--- src/rtl/trace_display_scan.sv ---
// trace_display_scan: 8-digit multiplexed hex display of an ALU result (NumberA)
// and PC (NumberB), with an optional 8-entry step history that can be scrolled.
// Build option: define TRACE_HISTORY_EN to include the history ring and
// Prev/Next scrolling. Without it, the display is always live and
// Offset/Count read 0.
module trace_display_scan #(
    parameter int REFRESH_CYCLES = 100000,
    parameter int DEPTH          = 8
) (
    input  logic        Clk,
    input  logic        Rst,
    input  logic        StepTick,
    input  logic [31:0] NumberA,
    input  logic [31:0] NumberB,
    input  logic        Prev,
    input  logic        Next,
    output logic [6:0]  out7,
    output logic [7:0]  en_out,
    output logic [3:0]  Offset,
    output logic [3:0]  Count
);

    localparam int DIV_W = (REFRESH_CYCLES > 1) ? $clog2(REFRESH_CYCLES) : 1;
    localparam logic [DIV_W-1:0] DIV_LAST = DIV_W'(REFRESH_CYCLES - 1);

    // Only the low 16 bits of each number are ever shown.
    logic        unused_hi;
    assign unused_hi = ^{NumberA[31:16], NumberB[31:16]};

    logic [DIV_W-1:0] div_q, div_d;
    logic [2:0]       idx_q, idx_d;
    logic             started_q, started_d;
    logic             wrap;
    logic [31:0]      live_q;     // {NumberB[15:0], NumberA[15:0]}
    logic [31:0]      view;       // same layout, selected source
    logic [3:0]       nib;
    logic [6:0]       out7_q, out7_d;
    logic [7:0]       en_q, en_d;

    function automatic logic [6:0] hex_seg(input logic [3:0] v);
        case (v)
            4'h0: hex_seg = 7'b1000000;
            4'h1: hex_seg = 7'b1111001;
            4'h2: hex_seg = 7'b0100100;
            4'h3: hex_seg = 7'b0110000;
            4'h4: hex_seg = 7'b0011001;
            4'h5: hex_seg = 7'b0010010;
            4'h6: hex_seg = 7'b0000010;
            4'h7: hex_seg = 7'b1111000;
            4'h8: hex_seg = 7'b0000000;
            4'h9: hex_seg = 7'b0010000;
            4'hA: hex_seg = 7'b0001000;
            4'hB: hex_seg = 7'b0000011;
            4'hC: hex_seg = 7'b1000110;
            4'hD: hex_seg = 7'b0100001;
            4'hE: hex_seg = 7'b0000110;
            default: hex_seg = 7'b0001110;
        endcase
    endfunction

`ifdef TRACE_HISTORY_EN
    logic [31:0] ring_q [DEPTH];
    logic [2:0]  wr_q;
    logic [3:0]  off_q, off_d, cnt_q, cnt_d;
    logic [4:0]  off_tmp;

    // Count saturates at DEPTH; Offset tracks captures so the viewed entry
    // stays put, then clamps to the number of valid entries.
    always_comb begin
        cnt_d   = cnt_q;
        off_tmp = 5'd0;
        if (StepTick && cnt_q != 4'(DEPTH))
            cnt_d = cnt_q + 4'd1;
        off_tmp = {1'b0, off_q}
                + 5'(StepTick && off_q != 4'd0)
                + 5'(Prev && !Next);
        if (Next && !Prev && off_tmp != 5'd0)
            off_tmp = off_tmp - 5'd1;
        off_d = (off_tmp > {1'b0, cnt_d}) ? cnt_d : off_tmp[3:0];
    end

    // History pointers and counters.
    always_ff @(posedge Clk or posedge Rst) begin
        if (Rst) begin
            wr_q  <= 3'd0;
            cnt_q <= 4'd0;
            off_q <= 4'd0;
        end else begin
            if (StepTick)
                wr_q <= wr_q + 3'd1;
            cnt_q <= cnt_d;
            off_q <= off_d;
        end
    end

    // Ring storage needs no reset; unwritten slots are never reachable.
    always_ff @(posedge Clk) begin
        if (StepTick && !Rst)
            ring_q[wr_q] <= {NumberB[15:0], NumberA[15:0]};
    end

    // At Offset=8 the index wraps onto wr_q, i.e. the oldest entry.
    assign view   = (off_q == 4'd0) ? live_q : ring_q[wr_q - off_q[2:0]];
    assign Offset = off_q;
    assign Count  = cnt_q;
`else
    localparam int unused_depth = DEPTH;
    logic unused_hist;
    assign unused_hist = ^{StepTick, Prev, Next};

    assign view   = live_q;
    assign Offset = 4'd0;
    assign Count  = 4'd0;
`endif

    // Scan divider, digit index and the registered segment/enable outputs.
    // The first wrap only starts scanning at digit 0; later wraps advance it.
    always_comb begin
        wrap      = (div_q == DIV_LAST);
        div_d     = wrap ? '0 : div_q + DIV_W'(1);
        started_d = started_q | wrap;
        idx_d     = (wrap && started_q) ? idx_q + 3'd1 : idx_q;
        nib       = view[{idx_d, 2'b00} +: 4];
        en_d      = started_d ? ~(8'b1 << idx_d) : 8'hFF;
        out7_d    = started_d ? hex_seg(nib) : 7'h7F;
    end

    // Display state registers.
    always_ff @(posedge Clk or posedge Rst) begin
        if (Rst) begin
            div_q     <= '0;
            idx_q     <= 3'd0;
            started_q <= 1'b0;
            live_q    <= 32'd0;
            en_q      <= 8'hFF;
            out7_q    <= 7'h7F;
        end else begin
            div_q     <= div_d;
            idx_q     <= idx_d;
            started_q <= started_d;
            live_q    <= {NumberB[15:0], NumberA[15:0]};
            en_q      <= en_d;
            out7_q    <= out7_d;
        end
    end

    assign out7   = out7_q;
    assign en_out = en_q;

endmodule

--- config.mk ---
export PLATFORM = sky130hd
export DESIGN_NAME = trace_display_scan
export DESIGN_NICKNAME = d
export VERILOG_FILES = /design/src/rtl/trace_display_scan.sv
export SDC_FILE = /design/constraint.sdc
export NUM_CORES = 1
export LEC_CHECK = 0
export BUFFER_PORTS_ARGS = -buffer_cell sky130_fd_sc_hd__buf_2
export CAP_MARGIN = 20
export CORE_ASPECT_RATIO = 1.2
export CORE_UTILIZATION = 45
export CTS_CLUSTER_DIAMETER = 200
export CTS_CLUSTER_SIZE = 25
export DETAILED_ROUTE_END_ITERATION = 12
export GPL_TIMING_DRIVEN = 0
export PLACE_DENSITY = 0.7
export SLEW_MARGIN = 5
export SYNTH_ARGS = -nofsm -noshare
export SYNTH_HDL_FRONTEND = slang
export SYNTH_SLANG_ARGS = --single-unit
--- constraint.sdc ---
create_clock -name Clk -period 9.9 [get_ports Clk]
set_input_delay 1.98 -clock Clk [delete_from_list [all_inputs] [get_ports Clk]]
set_output_delay 1.98 -clock Clk [all_outputs]
set_load 0.01 [all_outputs]
==> results of run 1 <==
[cells by family after synthesis]
| kind of cell | after synthesis |
|---|---|
| simple gates | 87 |
| flops | 68 |
| mux | 29 |
| buf+inv | 29 |
| compound gates | 23 |
| xor+xnor | 17 |
| fa+ha+maj | 8 |
| other cells | 1 |
[sequential cells by signal (all words and copies together) (netlist names)]
signal and count:
div_q 17, live_q 32, out7 7, idx_q 3
en_out 8, started_q 1
[critical path, stage by stage, from the launching register on]
cell,delay (ns)
dfrtp_1,0.35
buf_2,0.17
or4b_1,0.59
nor4_4,0.32
nand3_1,0.15
xor2_1,0.51
clkinv_2,0.34
mux2_2,0.34
o21ai_0,0.65
inv_1,0.19
ha_1,0.28
or3_1,0.35
o32ai_1,0.11
nor3_1,0.09
a21oi_1,0.18
[layer usage]
layer,up-vias,wire [um],track usage
met5,-,0,0
met2,62,2915,0.2927
met3,10,273,0.04115
li1,1044,-,-
met4,0,134,0.09226
met1,1024,2344,0.2021
[where the power goes]
group | switching [mW] | total [mW] | internal, mW
logic | 0.0163 | 0.0331 | 0.0168
registers | 0.00352 | 0.288 | 0.285
clock network | 0.102 | 0.250 | 0.148
[metrics by stage]
| step | std cells | area, um^2 |
|---|---|---|
| floorplan | 269 | 3307 |
| global route | 420 | 3884 |
| global placement | 404 | 3656 |
| finish | 420 | 3884 |
| CTS | 420 | 3884 |
| detailed placement | 404 | 3659 |
[cells in the final DEF, fill, tap and decap left out, drive strengths merged, types with 3 or more instances in the layout]
| cell type | synthesis | final |
|---|---|---|
| conb | 1 | 8 |
| dfrtp | 53 | 53 |
| dfstp | 15 | 15 |
| inv | 7 | 7 |
| mux2i | 5 | 5 |
| nand2 | 19 | 19 |
| nand3 | 12 | 12 |
| mux4 | 15 | 15 |
| nand3b | 3 | 3 |
| ha | 8 | 8 |
| xnor2 | 8 | 8 |
| a21oi | 9 | 9 |
| clkbuf | 7 | 17 |
| nand4 | 5 | 5 |
| clkinv | 1 | 5 |
| and3 | 5 | 5 |
| mux2 | 9 | 9 |
| nor2 | 20 | 20 |
| o21ai | 5 | 5 |
| nor3 | 4 | 4 |
| buf | 14 | 62 |
| xor2 | 9 | 9 |
[cells in the mapped netlist (2+ instances only)]
master / n / area (um^2)
dfrtp_1: 53 / 1326
nand2_1: 19 / 71.32
nor2_1: 18 / 67.56
dfstp_2: 15 / 394.1
mux4_2: 15 / 337.8
nand3_1: 12 / 60.06
a21oi_1: 9 / 45.04
xor2_1: 9 / 78.83
buf_4: 8 / 60.06
ha_1: 8 / 100.1
xnor2_1: 8 / 70.07
clkbuf_1: 7 / 26.28
inv_1: 7 / 26.28
mux2_2: 6 / 67.56
and3_1: 5 / 31.28
mux2i_1: 5 / 50.05
nand4_1: 5 / 31.28
nor3_1: 4 / 20.02
buf_6: 3 / 33.78
mux2_4: 3 / 45.04
nand3b_1: 3 / 22.52
o21ai_0: 3 / 15.01
a211o_1: 2 / 17.52
a31oi_1: 2 / 12.51
buf_1: 2 / 7.510
nand4bb_1: 2 / 22.52
nor3b_1: 2 / 15.01
o21ai_1: 2 / 10.01
or3b_1: 2 / 17.52
or4b_1: 2 / 20.02
[layout make-up]
class	count	share of cell area
inverter	8	0.008698
buffer	21	0.03415
multi-input combinational	172	0.3663
tap	87	0.02803
clock buffer	10	0.03544
clock inverter	6	0.02255
sequential	68	0.4430
timing repair buffer	48	0.06186
[path summary, 6_finish.rpt]
check / end / depth (start not counted)
worst max-delay path: out7[4] / 14
max in group asynchronous: idx_q[1] / 2
min in group asynchronous: live_q[28] / 2
worst min-delay path: div_q[13] / 1
worst max register to register: out7[4] / 14
worst min register to register: div_q[13] / 1
==> results.md, run 1 <==
Routing:
- The detailed router finished its first iteration with 80 violations.
- The via total after detailed routing is 2140.
- The number of detailed-routing iterations run before antenna repair is 4.
- Summed over all layers, the routed wires come to 5.668 mm.
- In the routed design, unresolved DRC markers number 0.
- After detailed routing, the average wire length per cell comes to 13.50 um.
- After detailed routing, the number of vias per cell comes to 5.095.
- Once detail routing completed, the nets flagged for antenna violations numbered 0.

STA:
- Of the available clock period, the critical path in the final layout requires 0.4772.
- The worst hold-check slack is 0.4981 ns.
- Setup repair after global routing left no endpoint under its margin.
- Setup violations remaining at the end of the flow were counted as 0.
- The count of final hold-check violations is 0.
- The post-layout minimum cycle time is 4.725 ns.
- The final setup slack of the worst path is 5.175 ns.
- For the final routed database, the setup TNS stands at 0 ns.
- In this run the tightest slew margin relative to its limit is 0.4404.
- The actual transition at the worst max-transition pin is 0.8306 ns.
- Across the routed clock network, the largest skew measured is 0.005466 ns.
- The count of final max-slew check failures is 0.
- The highest clock rate is 211.7 MHz.

Cells and area:
- The footprint of the multi-input gates is 1423 um^2.
- From synthesis to final layout, the design area changed by 18.38%.
- The net total in the final layout is 405.
- The filler cell count in the final layout is 599.
- The utilization of the core after routing is 0.5599.
- The repair_antennas step left the layout with diodes totalling 0.
- The share of final-layout standard cells stronger than drive strength 1 is 0.3664.
- Summing all flip-flop and latch instances after layout gives 1720 um^2.

Placed design:
- At the end of routability-driven placement, the weighted congestion stood at 0.7859.
- The number of buffers added on ports is 48.
- The sum of net half-perimeters after detailed placement is 4.120 mm.
- Before CTS, the worst setup slack after placement is 5.166 ns.

Setup path:
- The worst setup path is captured at a flip-flop.
- Tracing the worst setup path back leads to its startpoint at div_q[5].
- The setup slack of the most critical reg-to-reg path is 5.18 ns.
- The launch point of the worst reg-to-reg path is div_q[5].
- The required time reported for the critical path endpoint is 10.17 ns.
- The critical path is of the reg -> reg type.
- The endpoint arrival time on the critical path is 4.99 ns.
- In this run the worst path has a maximum fanout of 10.
- The critical path launch point type is a flip-flop.

Power and ir drop:
- Power comes to 571.8 uW.
- Dividing total power by cell area gives a power density of 147.2 nW/um^2.
- IR analysis of the VDD net gives a maximum drop of 0.09774 mV.
- For this design the static power due to leakage is 1.703 nW.

Synthesis:
- The share of synthesized cell area in full adder, half adder and majority cells is 0.03051.
- After synthesis the cells add up to 3281 um^2.
- In the synthesized netlist the async set-or-reset flop fraction comes to 1.000.
- The post-synthesis share of cell area spent on xor and xnor gates is 0.04539.
- A synthesized cell averages 12.52 um^2.
- The mux contribution to synthesized area is 0.1526.
- The register bit total from synthesis is 68.
- The compound-cell area share of the yosys netlist is 0.04348.
- The number of different library cells in the post-synthesis netlist is 51.
- The leading register cell type out of synthesis is dfrtp_1.
- After synthesis, the largest family of logic cells by area is multiplexers.
- Synthesis produced 262 cells.
- The number of flops mapped to enable cells by yosys is 0.
- The share of the Yosys chip area taken by registers is 0.5244.
- Of the total synthesized cell area, the portion taken by AND, OR, NAND and NOR gates is 0.1526.
- During synthesis, Yosys emitted a total of 0 warnings.

Die:
- The placeable core region is 6937 um^2.
- Row generation in the floorplan step produced 33 rows.
- The vertical die dimension is 95.54 um.
- The die outline width is 79.95 um.
- The floorplan step defined a die boundary enclosing 7638 um^2.
- The boundary pin count is 92.
- The initial core utilization is 0.4729.

Global route:
- The number of global-route vias before repair was 2148.
- The total routing usage reported by global routing is 0.1726.
- The initial antenna violation count was 0.
- Entering global routing, the biggest net connects 69 pins.
- The first global-routing pass estimated 9.763 mm of wire.
- The total congestion overflow after global routing is 0.

Clocking:
- The clock root buffer master is clkbuf_8.
- The total clock buffers created by CTS is 9.
- The clock transition at the register clock pins on the worst setup and hold paths after CTS is 0.07 ns.
- The number of buffers inserted for hold repair after clock tree synthesis is 0.
- The TritonCTS clock tree is yes.
- Post-CTS timing repair inserted 0 buffers for setup.
- The maximum number of buffers from clock root to sink is 2.
- Clock latency on the worst-skew pair, taken at its later pin, is 0.34 ns.
- The number of instances resized during post-cts repair is 0.
- The deepest level of the CTS H-tree is 3.
- The clock drives 68 sinks.

Worst hold path:
- The launch instance of the worst min-delay path is div_q[13].
- The type of the worst min-delay path is reg -> reg.

Job:
- Max-cap violations in this run came to 0.

Status:
- The run finished with clean final reports.
No activity file was read; power rests on OpenSTA's default activity.
==> run 2, diff against run 1 <==
Settings changed: ABC_AREA set to 1, PLACE_DENSITY 0.7 to 0.73.
Clock period 9.9 ns to 4.05 ns, I/O delays scaled along.
==> run 2 against run 1 <==
  * Sequential share of layout area decreased by 0.87 points
  * Via count increased by 22%
  * Clock skew is 0.0068 ns higher
  * Die area up 2.8%
  * Critical path type unchanged
  * Critical endpoint is now out7[3]
  * Largest cell class unchanged
==> results.md, run 2 <==
Status:
- The run finished with clean final reports.

Clocking:
- The clock sink count is 68.
- The number of hold buffers added after CTS was 0.
- In this run the deepest clock path goes through 2 buffers.
- The clock latency reported for the late side of the worst-skew pair is 0.34 ns.
- The TritonCTS clock tree is yes.
- The cell sitting at the root of the clock tree is a clkbuf_8.
- The H-tree generated during clock tree synthesis spans 3 levels.
- Gates resized during post-CTS repair numbered 0.
- The clock transition at the register clock pins on the worst setup and hold paths after CTS is 0.07 ns.
- Buffers inserted during clock tree synthesis total 9.
- In this run the post-CTS setup repair buffer count came out at 0.

STA:
- Setup violations remaining at the end of the flow were counted as 0.
- The worst path in the final design needs a cycle of 2.570 ns, including I/O delays and setup.
- In the final timing run, aggregate negative setup slack is 0 ns.
- Measured against its own limit, the worst slew margin works out to 0.5833.
- The highest clock rate is 389.0 MHz.
- At the pin with the least slew margin, the transition time is 0.6242 ns.
- The count of final hold-check violations is 0.
- In the finished design, the share of the clock period the worst path needs comes to 0.6347.
- Between clock sinks in the finished design, the worst skew comes to 0.01231 ns.
- The count of final max-slew check failures was 0.
- Setup repair after global routing left no endpoint under its margin.

Die:
- For this configuration, the core starts out at a cell density of 0.4639.
- The boundary pin count is 92.
- The site row count is 34.
- The die covers 7851 um^2.
- In this run the vertical extent of the chip is 96.86 um.
- The die outline width is 81.05 um.
- The total area inside the core boundary comes to 7274 um^2.

Setup path:
- The worst setup path is captured at a flip-flop.
- The critical path launch point type is a flip-flop.
- The largest fanout on the critical path is 10.
- For this design, the slowest cell found on the critical path is dfrtp_1.
- The family with the most delay on the worst path is simple AND/OR/NAND/NOR gates.
- The critical path start-end classification is reg -> reg.
- Among the stages of the critical path, the cell type that occurs most often is nand3_1.
- The peak per-stage delay on the critical path is 0.37 ns.
- The endpoint arrival time on the critical path is 2.82 ns.
- The signal on the critical path passes through ha_1, nand3_2, inv_2, nand2_1, nor2_4, nand3_2, nand2_2, o21ai_4, inv_2, nand3_1, nand3_1, nand2_2, ha_1, inv_1, nand3_1, nand3_1, nand3_1.
- The required time reported for the critical path endpoint is 4.30 ns.
- The critical path contains buffers and inverters numbering 3 combined.

Power and ir drop:
- The share of total power dissipated in the clock network is 0.399.
- Summed over all cells, the static leakage comes to 2.002 nW.
- The net load switching power is 291.9 uW.
- The sequential cell fraction of total power is 0.538.
- IR analysis of the VDD net gives a maximum drop of 0.3457 mV.
- In this run the power density over the cells is 327.9 nW/um^2.
- The internal power is 1.007 mW.
- Of the total power, the share spent switching nets is 0.2247.
- After layout, the design draws a total of 1.299 mW.
- The power share of the combinational group is 0.062.

Worst hold path:
- The min-delay analysis places its worst path in the category reg -> reg.

Job:
- The max-cap check violation count is 0.

Synthesis:
- The post-synthesis share of cell area spent on xor and xnor gates is 0.01038.
- Of the total synthesized cell area, the portion taken by AND, OR, NAND and NOR gates is 0.3255.
- During synthesis, Yosys emitted a total of 0 warnings.
- After synthesis, the cell types taking the most area are dfrtp_1, dfstp_2, nand2_1.
- The register bit total from synthesis is 68.
- A synthesized cell averages 8.999 um^2.
- The share of synthesized cell area in full adder, half adder and majority cells is 0.02966.
- After synthesis, the largest family of logic cells by area is simple AND/OR/NAND/NOR gates.
- Of the post-synthesis cell area, the dominant cell type holds 0.3930.
- The compound-cell area share of the yosys netlist is 0.02633.
- By count the netlist is led by nand2_1, dfrtp_1, inv_1, nand3_1, nor2_1.
- The fraction of synthesis flops using an asynchronous set or reset pin is 1.000.
- The mux contribution to synthesized area is 0.
- The synthesized design spends more area on one cell type than any other, namely dfrtp_1.
- Counting distinct cell types in the post-synthesis netlist gives 34.
- The synthesized design contains 0 enable-type register cells.
- For this run, the register share of the synthesized area comes to 0.5098.
- The leading register cell type out of synthesis is dfrtp_1.
- The summed instance area of the synthesized netlist is 3374 um^2.
- The post-synthesis instance total is 375.
- By instance count, the leading cell after synthesis is nand2_1.

Placed design:
- The placer's final routability congestion estimate is 0.9269.
- The wire-length estimate of the detail-placed layout is 4.648 mm.
- The number of buffers added on ports is 48.

Routing:
- The via count normalized by instance count is 4.862.
- After detailed routing, the number of remaining DRC violations is 0.
- Across all layers, the routed design uses 2611 vias.
- Summed over all layers, the routed wires come to 6.119 mm.
- After detailed routing, the average wire length per cell comes to 11.39 um.
- The number of detailed-routing iterations run before antenna repair is 4.
- The detail route stage leaves a number of antenna-violating nets equal to 0.
- The count of routing violations after the opening detailed-route iteration is 144.

Global route:
- The total congestion overflow after global routing is 0.
- The largest net degree at the start of global routing is 38.
- The number of global-route vias before repair is 2573.
- The initial antenna violation count was 0.
- The total routing usage reported by global routing is 0.1832.
- The first global-routing pass estimated 11.05 mm of wire.

Cells and area:
- The antenna cell count is 0.
- In the layout the commonest cells are nand2_1, dfrtp_1, buf_2.
- The final layout contains 519 nets.
- The area growth from synthesis to final layout is 17.39%.
- The number of flip-flops in the largest register is 32.
- Of the cells placed in the final design, the portion with a size suffix greater than 1 is 0.2953.
- The register with the most flip-flops in the final layout is live_q.
- The most common library cell in the layout ignoring fill and taps is nand2_1.
run 2: cells by family (layout without fill, tap and decap cells):
logic type	after synthesis	count (layout)
buffers and inverters	68	133
other	1	8
flip-flops	68	68
AO/OA/AOI/OAI	13	13
adder cells (fa/ha/maj)	8	8
XOR/XNOR	4	4
AND/OR/NAND/NOR	213	213
run 2: layout make-up:
class | count | area [um^2]
tap | 90 | 112.6
timing repair buffer | 49 | 260.3
buffer | 15 | 128.9
clock buffer | 13 | 170.2
inverter | 53 | 198.9
sequential | 68 | 1720
clock inverter | 3 | 17.52
multi-input combinational | 246 | 1353
fill | 673 | 3313
run 2: worst paths after layout:
| check | startpoint | endpoint | slack, ns | cells after the start |
|---|---|---|---|---|
| worst min register to register | div_q[0] | div_q[0] | 0.47 | 1 |
| max in group asynchronous | Rst | en_out[3] | 2.83 | 3 |
| worst max register to register | div_q[0] | out7[3] | 1.48 | 17 |
| min in group asynchronous | Rst | live_q[22] | 0.54 | 2 |
| worst min-delay path | div_q[0] | div_q[0] | 0.47 | 1 |
| worst max-delay path | div_q[0] | out7[3] | 1.48 | 17 |
run 2: stage by stage:
stage	cells	instance area [um^2]	worst slack [ns]	utilization	hold WS (ns)
6_report	537	3961	1.480	0.5445	0.4670
5_1_grt	537	3961	1.179	0.5445	0.5006
4_1_cts	537	3961	1.483	0.5445	0.4734
3_5_place_dp	521	3774	1.498	0.5187	0.4653
3_3_place_gp	520	3754	0.8810	0.5160	0.4451
2_1_floorplan	382	3401	1.553	-	0.4329
run 2: metal layers:
| layer | wire [um] | global-route usage | vias to the layer above |
|---|---|---|---|
| met4 | 116 | 0.07830 | 0 |
| met5 | 0 | 0 | - |
| met1 | 2183 | 0.1979 | 1220 |
| met2 | 3455 | 0.3297 | 80 |
| li1 | - | - | 1298 |
| met3 | 364 | 0.04340 | 13 |
run 2: power groups by stage:
| stage | combinational, mW | sequential [mW] | clock [mW] |
|---|---|---|---|
| after floorplan | 0.0543 | 0.711 | 0 |
| after detailed placement | 0.0817 | 0.712 | 0 |
| after CTS | 0.0820 | 0.699 | 0.534 |
| final | 0.0807 | 0.699 | 0.519 |
| after global routing | 0.0929 | 0.701 | 0.562 |
| after global placement | 0.0768 | 0.712 | 0 |
